<file path="config.mk">
export PLATFORM = sky130hd
export DESIGN_NAME = branch_sequencer
export DESIGN_NICKNAME = d
export VERILOG_FILES = /design/src/rtl/branch_sequencer.sv
export SDC_FILE = /design/constraint.sdc
export NUM_CORES = 1
export LEC_CHECK = 0
export ABC_CLOCK_PERIOD_IN_PS = 2750
export CORE_MARGIN = 1
export CORE_UTILIZATION = 26
export CTS_BUF_LIST = sky130_fd_sc_hd__clkbuf_4 sky130_fd_sc_hd__clkbuf_8
export CTS_CLUSTER_SIZE = 24
export DETAILED_ROUTE_END_ITERATION = 7
export PLACE_DENSITY = 0.88
export SLEW_MARGIN = 30
export SYNTH_ARGS = -nofsm -noshare
export SYNTH_HDL_FRONTEND = slang
export SYNTH_SLANG_ARGS = --single-unit
</file>
<file path="constraint.sdc">
create_clock -name clk -period 2.75 [get_ports clk]
set_input_delay 0.4125 -clock clk [delete_from_list [all_inputs] [get_ports clk]]
set_output_delay 0.4125 -clock clk [all_outputs]
set_load 0.01 [all_outputs]
</file>
<file path="src/rtl/branch_sequencer.sv">
// Control-step sequencer for the conditional-branch path: fetch (T0-T2), decode (T3),
// CON evaluation and PC-relative target computation (T4-T6), plus IDLE/HALTED.
module branch_sequencer #(
  parameter logic [4:0] OP_BR   = 5'b10010,
  parameter logic [4:0] OP_NOP  = 5'b11010,
  parameter logic [4:0] OP_HALT = 5'b11011
) (
  input  logic        clk,
  input  logic        clr_n,
  input  logic        start,
  input  logic [31:0] ir,
  input  logic        con,
  input  logic        mem_rdy,
  output logic        PCout,
  output logic        MARin,
  output logic        IncPC,
  output logic        Zin,
  output logic        Zlowout,
  output logic        PCin,
  output logic        Read,
  output logic        MDRin,
  output logic        MDRout,
  output logic        IRin,
  output logic        Gra,
  output logic        Rout,
  output logic        CONin,
  output logic        Yin,
  output logic        Cout,
  output logic        ADD,
  output logic        run,
  output logic        br_taken,
  output logic        illegal,
  output logic [3:0]  step
);

  typedef enum logic [3:0] {
    IDLE   = 4'd0,
    T0     = 4'd1,
    T1     = 4'd2,
    T2     = 4'd3,
    T3     = 4'd4,
    T4     = 4'd5,
    T5     = 4'd6,
    T6     = 4'd7,
    HALTED = 4'd8
  } state_e;

  state_e state_q, state_d;

  logic [4:0] opcode;
  logic       unused_ir;

  assign opcode    = ir[31:27];
  assign unused_ir = ^ir[26:0];

  always_ff @(posedge clk or negedge clr_n) begin
    if (!clr_n) state_q <= IDLE;
    else        state_q <= state_d;
  end

  // Outputs decode from state_q, so an async reset drops every strobe immediately.
  always_comb begin
    state_d  = state_q;
    PCout    = 1'b0;
    MARin    = 1'b0;
    IncPC    = 1'b0;
    Zin      = 1'b0;
    Zlowout  = 1'b0;
    PCin     = 1'b0;
    Read     = 1'b0;
    MDRin    = 1'b0;
    MDRout   = 1'b0;
    IRin     = 1'b0;
    Gra      = 1'b0;
    Rout     = 1'b0;
    CONin    = 1'b0;
    Yin      = 1'b0;
    Cout     = 1'b0;
    ADD      = 1'b0;
    br_taken = 1'b0;
    illegal  = 1'b0;
    run      = (state_q != IDLE) && (state_q != HALTED);
    step     = state_q;
    case (state_q)
      IDLE, HALTED: begin
        if (start) state_d = T0;
      end
      T0: begin
        PCout   = 1'b1;
        MARin   = 1'b1;
        IncPC   = 1'b1;
        Zin     = 1'b1;
        state_d = T1;
      end
      T1: begin
        Zlowout = 1'b1;
        PCin    = 1'b1;
        Read    = 1'b1;
        MDRin   = 1'b1;
        if (mem_rdy) state_d = T2;
      end
      T2: begin
        MDRout  = 1'b1;
        IRin    = 1'b1;
        state_d = T3;
      end
      T3: begin
        if (opcode == OP_BR) begin
          Gra     = 1'b1;
          Rout    = 1'b1;
          CONin   = 1'b1;
          state_d = T4;
        end else if (opcode == OP_NOP) begin
          state_d = T0;
        end else if (opcode == OP_HALT) begin
          state_d = HALTED;
        end else begin
          illegal = 1'b1;
          state_d = T0;
        end
      end
      T4: begin
        if (con) begin
          PCout   = 1'b1;
          Yin     = 1'b1;
          state_d = T5;
        end else begin
          state_d = T0;
        end
      end
      T5: begin
        Cout    = 1'b1;
        ADD     = 1'b1;
        Zin     = 1'b1;
        state_d = T6;
      end
      T6: begin
        Zlowout  = 1'b1;
        PCin     = 1'b1;
        br_taken = 1'b1;
        state_d  = T0;
      end
      default: state_d = IDLE;
    endcase
  end

endmodule

</file>
Yosys cells after proc, flatten, opt, wreduce, memory -nomap -nowiden
Index checks and enable logic that the tools add are counted.
- register bits after elaboration: 4
- bits in latches: 0
- RAM bits: 0
- ROM bits: 0
- bits of input ports: 37
- output and inout port bits: 23
- memories kept: 0
- add/sub/neg operators: 0
- multipliers: 0
- div/mod/pow operators: 0
- $lt $le $gt $ge: 0
- eq/ne operators: 14
- shift-type cells: 0
- mux-type cells: 23
- bitwise gates (word level): 0
- reductions and logical operators: 7
- operators with widths (cell ; number):
    $pmux 4 s8 ; 1
    $mux 4 ; 5
    $eq 4x3->1 const B ; 4
    $eq 5x5->1 const B ; 3
    $mux 1 ; 15
    $eq 4x2->1 const B ; 2
    $reduce_or 2->1 ; 3
    $eq 4x1->1 const B ; 1
    $eq 4x4->1 const B ; 1
    $logic_not 4->1 ; 1
    $ne 2x2->1 const B ; 2
    $ne 4x4->1 const B ; 1
    $reduce_bool 4->1 ; 1
    $mux 3 ; 1
    $pmux 1 s2 ; 1
    $reduce_and 2->1 ; 1
    $logic_and 1x1->1 ; 1

Longest topological paths before layout
Gate-level depths: netlist of the first run.
- depth after elaboration: 5
- mapped depth: 4
- mapped depth without buffers: 3

Worst setup path after synthesis of the first run
Ideal clock, no wire load.
- path kind: reg-to-output
- start: register state_q[3], in the netlist step[3]
- end: output port Gra
- arrival time: 1555 ps
- slack: 782 ps
- stages on the path, launching flop included: 4
- buffers on the path: 1
- cells stage by stage: dfrtp_1 > or4b_4 > nor4b_4 > buf_4
- word-level cells in the longest chain between the ends: 2
- ends and longest elaborated chain (element ; line ; source):
    start, declared ; 48 ; state_e state_q, state_d;
    start signal, assigned ; 58 ; else state_q <= state_d;
    $eq 4x3->1 ; n/a ;
    $mux 1 ; n/a ;
    end, declared ; 24 ; output logic Gra,
No other way between the ends.

Final worst setup path of the first run
- start: register state_q[3], in the netlist step[3]
- end: output port Gra
- word-level cells in the longest chain between the ends: 2
- ends and longest elaborated chain (element ; line ; source):
    $eq 4x3->1 ; 84 ; case (state_q)
    $mux 1 ; 84 ;
No other way between the ends.

==> impl.org, run 1 <==
** Status
- The run finished with clean final reports.

** Die
- Measured along the x axis, the die boundary spans 42.92 µm.
- Initial cell density of the core :: 28.25%
- Die outline height :: 42.92 µm
- Ports :: 60
- Area of the core :: 0.001541 mm²
- The die covers 0.001842 mm².
- The floorplan has 14 rows.

** Critical path
- Type of the worst setup path :: reg2out
- Critical path launch point type :: flip-flop
- The setup check on the worst reg-to-reg path leaves a slack of 1.28 ns.
- Crit path from :: step[3]
- Endpoint of the most critical register-to-register path :: step[2]
- Crit. End Element :: output port
- The worst register-to-register path begins at step[3].
- STA puts the critical path data arrival time at 2.12 ns.
- In this run the worst path has a maximum fanout of 4.
- The most critical setup path has its endpoint at Gra.
- Measured in cells, the most critical reg-to-reg path has a length of 3.
- Required time of the critical path :: 2.34 ns

** Synth
- The Yosys step of the flow raised 0 warnings.
- Syn_nets :: 92
- A synthesized cell averages 7.917 µm².
- After synthesis the cells add up to 435.4 µm².
- In this run, synthesis produced a sequential element count of 4.
- Sequential cells were found to cover 22.99% of the synthesized design area.
- Counting every instance in the synthesized netlist gives 55.
- Count of unique library cells instantiated by Yosys :: 23

** STA
- Endpoints failing hold :: 0
- Setup repair after global routing left no endpoint under its margin.
- Post-Route Setup TNS :: 0 ns
- Highest Clock Rate :: 395.1 MHz
- Setup-violating endpoint count in the final report :: 0
- Max-slew violation total from the final report :: 0
- Final worst-path cycle share :: 92.03%
- Headroom to the max-slew limit came out at 76.25%.
- The smallest clock period supported by the final layout is computed as 2.531 ns.
- Post-Route Skew :: 0.004444 ns
- Measured slew at the worst slew-check pin :: 0.3513 ns

** CTS
- The number of setup buffers added after CTS is 0.
- The tree built by TritonCTS fans out to 4 sinks.
- In this run, CTS created clock tree buffers numbering 3.
- Clock latency on the worst-skew pair, taken at its later pin, is 0.23 ns.
- The cell sitting at the root of the clock tree is a clkbuf_4.
- Cts hold-fix bufs :: 0
- Gates resized during post-CTS repair numbered 0.
- In this run the number of H-tree levels came out at 1.
- TritonCTS clock tree :: built
- After clock tree synthesis, the clock-pin slew on the worst setup and hold paths is 0.04 ns.
- Max Root-Sink Buffers :: 2

** Layout
- Commonest cells after routing, fill and taps aside :: clkdlybuf4s50_1, nor2_1, a21oi_1
- Storage cell area :: 100.1 µm²
- Leaving out fill and tap cells, the most frequent cell in the layout is clkdlybuf4s50_1.
- Area grow syn2layout :: 74.71%
- The net count of the finished layout is 122.
- The multi-input combinational cells in the finished layout cover a total of 260.3 µm².
- The repair_antennas step left the layout with diodes totalling 0.
- The post-route netlist has 10.84% of its cells at a drive strength greater than 1.
- Leaving out filler cells and counting taps, the final layout contains 99.
- The register with the most flip-flops in the layout has 4 of them.
- After filler insertion, the fill cell instance count of the layout stands at 153.

** Placement
- The wire-length estimate of the detail-placed layout is 935.9 µm.
- In this run, placement finished with an instance count of 96.
- Gp weighted congestion :: 0.7648
- Port buffering added 32 buffers.

** GRT
- Vias in the first global route :: 433
- Maximum number of pins on one net before global-route repair :: 16
- Global routing used 14.51% of the available met1 tracks.
- In the global route stage, met2 resource usage came out at 23.03%.
- The number of antenna violations at the first check in global routing is 0.
- For this run the aggregate overflow at the end of global routing stands at 0.
- Met3 track demand over resource in global routing :: 2.128%
- In the global route stage, overall resource usage came out at 13.06%.
- Wire length of the first global-routing pass :: 1814 µm
- After global routing, the most crowded layer is met2.

** Hold path
- Type of the worst min-delay path :: in2async

** Drt
- Dividing the detail-routed wire length by the instance count gives 11.88 µm.
- In this run, the number of DRC markers left after iteration 0 of detailed routing was 17.
- Mean number of vias per cell :: 4.949
- For this run, design rule violations remaining after detail routing come to 0.
- Before antenna repair, the detailed router went through 3 iterations.
- The detail route stage leaves a number of antenna-violating nets equal to 0.
- For this block, the via count after detailed routing is 490.
- The final layout contains routed wiring with a total length of 1176 µm.

** Power
- Largest voltage drop on the vdd net :: 361.0 µV
- In this run the power density over the cells is 1035 mW/mm².
- Summed over all cells, the static leakage comes to 0.2936 nW.

** Job
- Maximum capacitance violations :: 0
-- report_power, final --
part           leakage (nW)  internal [mW]  switching, mW
clock network        0.0138         0.0488         0.0235
registers            0.0508         0.0824         0.0117
logic                 0.229          0.335          0.286
-- Yosys cell counts --
cell,number,area [µm²]
a211oi_1,2,15.01
a21o_1,1,7.510
a21oi_1,5,25.02
a31oi_1,2,12.51
and3b_1,1,8.760
buf_4,7,52.55
clkbuf_1,4,15.01
dfrtp_1,4,100.1
inv_1,2,7.510
nand2_1,1,3.750
nand2b_1,4,25.02
nand3_1,2,10.01
nand3b_1,3,22.52
nor2_1,5,18.77
nor3_1,3,15.01
nor4b_1,2,17.52
nor4b_4,1,23.77
o32a_1,1,10.01
o32ai_1,1,8.760
or2b_1,1,7.510
or3_1,1,6.260
or4b_4,1,13.76
xor2_1,1,8.760
-- per-layer routing --
metal	share of wire, %	routed length, µm
met4	0	0
met3	8.9	105
met2	49	582
met5	0	0
met1	41	488
-- critical path, stage by stage (launching register included) --
cell             delay [ns]
dfrtp_1                0.37
or4b_4                 0.58
nor4b_4                0.33
clkdlybuf4s50_1        0.60
-- layout make-up --
| type | count | area share [%] |
|---|---|---|
| sequential | 4 | 13.16 |
| multi-input combinational | 38 | 34.21 |
| clock buffer | 3 | 2.961 |
| inverter | 2 | 0.9868 |
| timing repair buffer | 36 | 46.05 |
| tap | 16 | 2.632 |
-- cells by family (layout without fill, tap and decap cells) --
group           Yosys count  in the layout  share of synthesized area, %
flops                     4              4                         22.99
compound gates           12             12                         18.10
buf+inv                  13             41                         17.24
xor+xnor                  1              1                         2.012
simple gates             25             25                         39.65
-- through the flow --
stage               utilization, %  setup slack, ns  hold WS (ns)  instance area (µm²)  total power, mW
finish                       49.35           0.2191        0.3859                760.7           0.7873
global route                 49.35           0.1426        0.3865                760.7           0.8473
CTS                          49.35           0.1916        0.3825                760.7           0.7947
detailed placement           47.89           0.3753        0.6063                738.2           0.7180
global placement             47.89           0.3865        0.6016                738.2           0.6987
floorplan                        -           0.7824        0.1169                435.4           0.4438
-- worst min path at each step --
stage               slack [ns]  depth (start not counted)     from      end
floorplan                 0.12                          0    clr_n  step[0]
global placement          0.60                          2  step[0]  step[3]
detailed placement        0.61                          2  step[1]  step[3]
CTS                       0.38                          1    clr_n  step[3]
global route              0.39                          1    clr_n  step[3]
finish                    0.39                          1    clr_n  step[3]
No activity file was read; power rests on OpenSTA's default activity.
==> run 2, diff against run 1 <==
--- a/config.mk
+++ b/config.mk
@@ -12,7 +12,7 @@
 export CTS_CLUSTER_SIZE = 24
 export DETAILED_ROUTE_END_ITERATION = 7
 export PLACE_DENSITY = 0.88
-export SLEW_MARGIN = 30
+export SLEW_MARGIN = 25
 export SYNTH_ARGS = -nofsm -noshare
 export SYNTH_HDL_FRONTEND = slang
 export SYNTH_SLANG_ARGS = --single-unit
==> results of run 2 <==
Same layout as run 1: the final DEF is identical, and so are final timing and power.
==> run 3, diff against run 2 <==
--- a/config.mk
+++ b/config.mk
@@ -11,6 +11,7 @@
 export CTS_BUF_LIST = sky130_fd_sc_hd__clkbuf_4 sky130_fd_sc_hd__clkbuf_8
 export CTS_CLUSTER_SIZE = 24
 export DETAILED_ROUTE_END_ITERATION = 7
+export GPL_TIMING_DRIVEN = 0
 export PLACE_DENSITY = 0.88
 export SLEW_MARGIN = 25
 export SYNTH_ARGS = -nofsm -noshare
==> run 3 against run 2 <==
  * Clock skew is 0.0013 ns lower
  * Register-to-register slack about the same
  * Design area is 4.9% higher
  * Routed wire length fell by 3.7%
  * Critical endpoint unchanged
  * Clock power about the same
  * Count of clock-buffer cells in the layout unchanged
  * Worst setup slack worse by 0.075 ns
==> impl.org, run 3 (same netlist as run 1, synthesis figures left out) <==
** STA
- Setup violations remaining at the end of the flow were counted as 0.
- Setup slack on the critical path of the routed design comes to 0.1441 ns.
- The number of slew-limit violations in the final report was 0.
- Headroom to the max-slew limit :: 72.79%
- Unrepaired setup endpoints after global routing :: no
- Between clock sinks in the finished design, the worst skew comes to 0.003167 ns.
- In the finished design, the share of the clock period the worst path needs comes to 94.76%.
- Endpoints failing hold :: 0
- Highest Clock Rate :: 383.7 MHz
- Post-Route Setup TNS :: 0 ns
- Measured slew at the worst slew-check pin :: 0.4081 ns
- Shortest period the worst path allows :: 2.606 ns

** Critical path
- STA puts the critical path data required time at 2.34 ns.
- Along the worst path, the maximum fanout reaches 4.
- The largest single stage delay on the critical path is 0.58 ns.
- The worst setup path is captured at an output port.
- Slowest cell on the critical path :: or4b_4
- Type of the worst setup path :: reg2out
- Flop-to-flop setup slack :: 1.29 ns
- STA classifies the critical path startpoint as a flip-flop.
- Critical R2R Launch :: step[3]
- Crit path DAT :: 2.19 ns
- Cells on worst reg2reg path :: 3
- Walking the worst path, the cells encountered are or4b_4 > nor4b_4 > buf_4 > clkdlybuf4s50_1.
- The worst register-to-register path ends at step[2].

** Power
- For this design the static power due to leakage is 0.3153 nW.
- Fraction of power consumed by combinational cells :: 77.1%
- The analysis attributes to net switching a power of 0.3225 mW.
- Per report_power, the clock group accounts for 8.9% of the total.
- Largest voltage drop on the vdd net :: 390.2 µV
- Internal Pwr Total :: 0.4815 mW
- The completed layout was analyzed and its total power is 0.8040 mW.
- In this run the power density over the cells is 1007 mW/mm².
- Sw Share :: 40.11%
- Register share of total power :: 13.9%

** GRT
- Antenna violations before repair :: 0
- Vias in the first global route :: 486
- Overflow left after global routing :: 0
- Wire length of the first global-routing pass :: 1966 µm
- Entering global routing, the biggest net connects 11 pins.
- Global router's overall resource usage :: 14.10%

** Placement
- Cell total after placement :: 103
- Before CTS, the worst setup slack after placement is 0.2788 ns.
- Routability-driven placement finished with a final weighted congestion of 0.7705.
- Once detailed placement completed, the half-perimeter wirelength came to 930.8 µm.
- Port Buffers :: 32

** CTS
- Number of setup buffers added after CTS :: 0
- After clock tree synthesis, the clock-pin slew on the worst setup and hold paths is 0.04 ns.
- Total of cells resized after clock tree synthesis :: 0
- Max Root-Sink Buffers :: 2
- The later pin in the worst-skew pair is clocked with a latency of 0.23 ns.
- Cts hold-fix bufs :: 0
- CTS H-Tree Depth :: 1
- Clock sink count :: 4
- Num CTS Buffers :: 3
- TritonCTS clock tree :: built
- Clock tree synthesis selected as its root buffer the cell clkbuf_4.

** Die
- For this design the top-level I/O count stands at 60.
- Number of placement rows :: 14
- Die outline height :: 42.92 µm
- Area of the core :: 0.001541 mm²
- Horiz. Die Dim :: 42.92 µm
- Initial cell density of the core :: 28.25%
- The die covers 0.001842 mm².

** Layout
- Area taken by multi-input logic gates :: 260.3 µm²
- Number of cells in the finished layout apart from fillers :: 106
- The final layout contains 129 nets.
- Leaving out fill and tap cells, the most frequent cells in the layout are clkdlybuf4s50_1, buf_4, nor2_1, a21oi_1.
- The filler cells instantiated in the layout total 154.
- Storage cell area :: 100.1 µm²
- The area growth from synthesis to layout is 83.33%.
- In the final layout, the share of cells above drive strength 1 is 13.33%.
- Most frequent standard cell in the layout excluding fill and tap cells :: clkdlybuf4s50_1
- Final Util :: 51.79%
- Inserted Diodes :: 0
- The register with the most flip-flops in the layout has 4 of them.

** Drt
- For this run, the detailed router's first-pass iteration total came to 3.
- Number of remaining DRC errors :: 0
- Summing over every cut layer, the via total after detailed routing is 520.
- The count of nets left with antenna violations once routing finished came out at 0.
- The routed design has 1132 µm of wire.
- Routed length per placed instance :: 10.68 µm
- In the routed layout, each cell is associated on average with a via count of 4.906.
- The first routing iteration left 7 violations.

** Status
- Run status :: finished, final reports clean

** Hold path
- In this run the worst hold path is classified as in2async.

** Job
- Across the run, the number of max-cap violations was 0.
## run 3: changes by cell type in the layout (fill, tap and decap cells not counted), sizes merged
cell	delta
buf	+3
clkbuf	+4
## run 3: worst max path at each step
stage                      end     from  slack (ns)  depth (start not counted)
final                      Gra  step[3]        0.14                          4
after global placement    Rout   ir[28]        0.30                          5
after detailed placement   Gra   ir[28]        0.28                          5
after global routing       Gra  step[0]        0.02                          4
after floorplan            Gra  step[3]        0.78                          3
after CTS                  Gra  step[3]        0.07                          4
## run 3: area by class of cell
class | instances | share of cell area (%)
Multi-Input combinational cell | 38 | 32.60
Sequential cell | 4 | 12.54
Timing Repair Buffer | 32 | 40.13
Inverter | 2 | 0.9404
Tap cell | 16 | 2.508
Clock buffer | 3 | 2.821
Buffer | 11 | 8.464
## run 3: power by group through the flow
| stage | clock (mW) | sequential (mW) | combinational, mW |
|---|---|---|---|
| after floorplan | 0 | 0.118 | 0.326 |
| after global placement | 0 | 0.113 | 0.610 |
| after detailed placement | 0 | 0.112 | 0.624 |
| after CTS | 0.0767 | 0.112 | 0.626 |
| after global routing | 0.0821 | 0.119 | 0.679 |
| final | 0.0719 | 0.112 | 0.620 |
## run 3: critical path, delay by kind of cell, from the launching register on
kind / cells / cell delay, ns
and+or+nand+nor: 2 / 0.88
buffers and inverters: 2 / 0.69
DFF: 1 / 0.39
## run 3: stage by stage
stage	area [µm²]	hold slack, ns
6_report	798.3	0.3815
5_1_grt	798.3	0.3862
4_1_cts	798.3	0.3785
3_5_place_dp	775.7	0.6340
3_3_place_gp	775.7	0.6209
2_1_floorplan	435.4	0.1169
## run 3: per-layer routing
| layer | part of all wire (%) | track usage [%] | vias up | wire length (µm) |
|---|---|---|---|---|
| li1 | - | - | 263 | - |
| met1 | 41 | 17.05 | 229 | 464 |
| met2 | 50 | 23.03 | 28 | 562 |
| met3 | 9.2 | 2.979 | 0 | 104 |
| met4 | 0 | 7.500 | 0 | 0 |
| met5 | 0 | 0 | - | 0 |
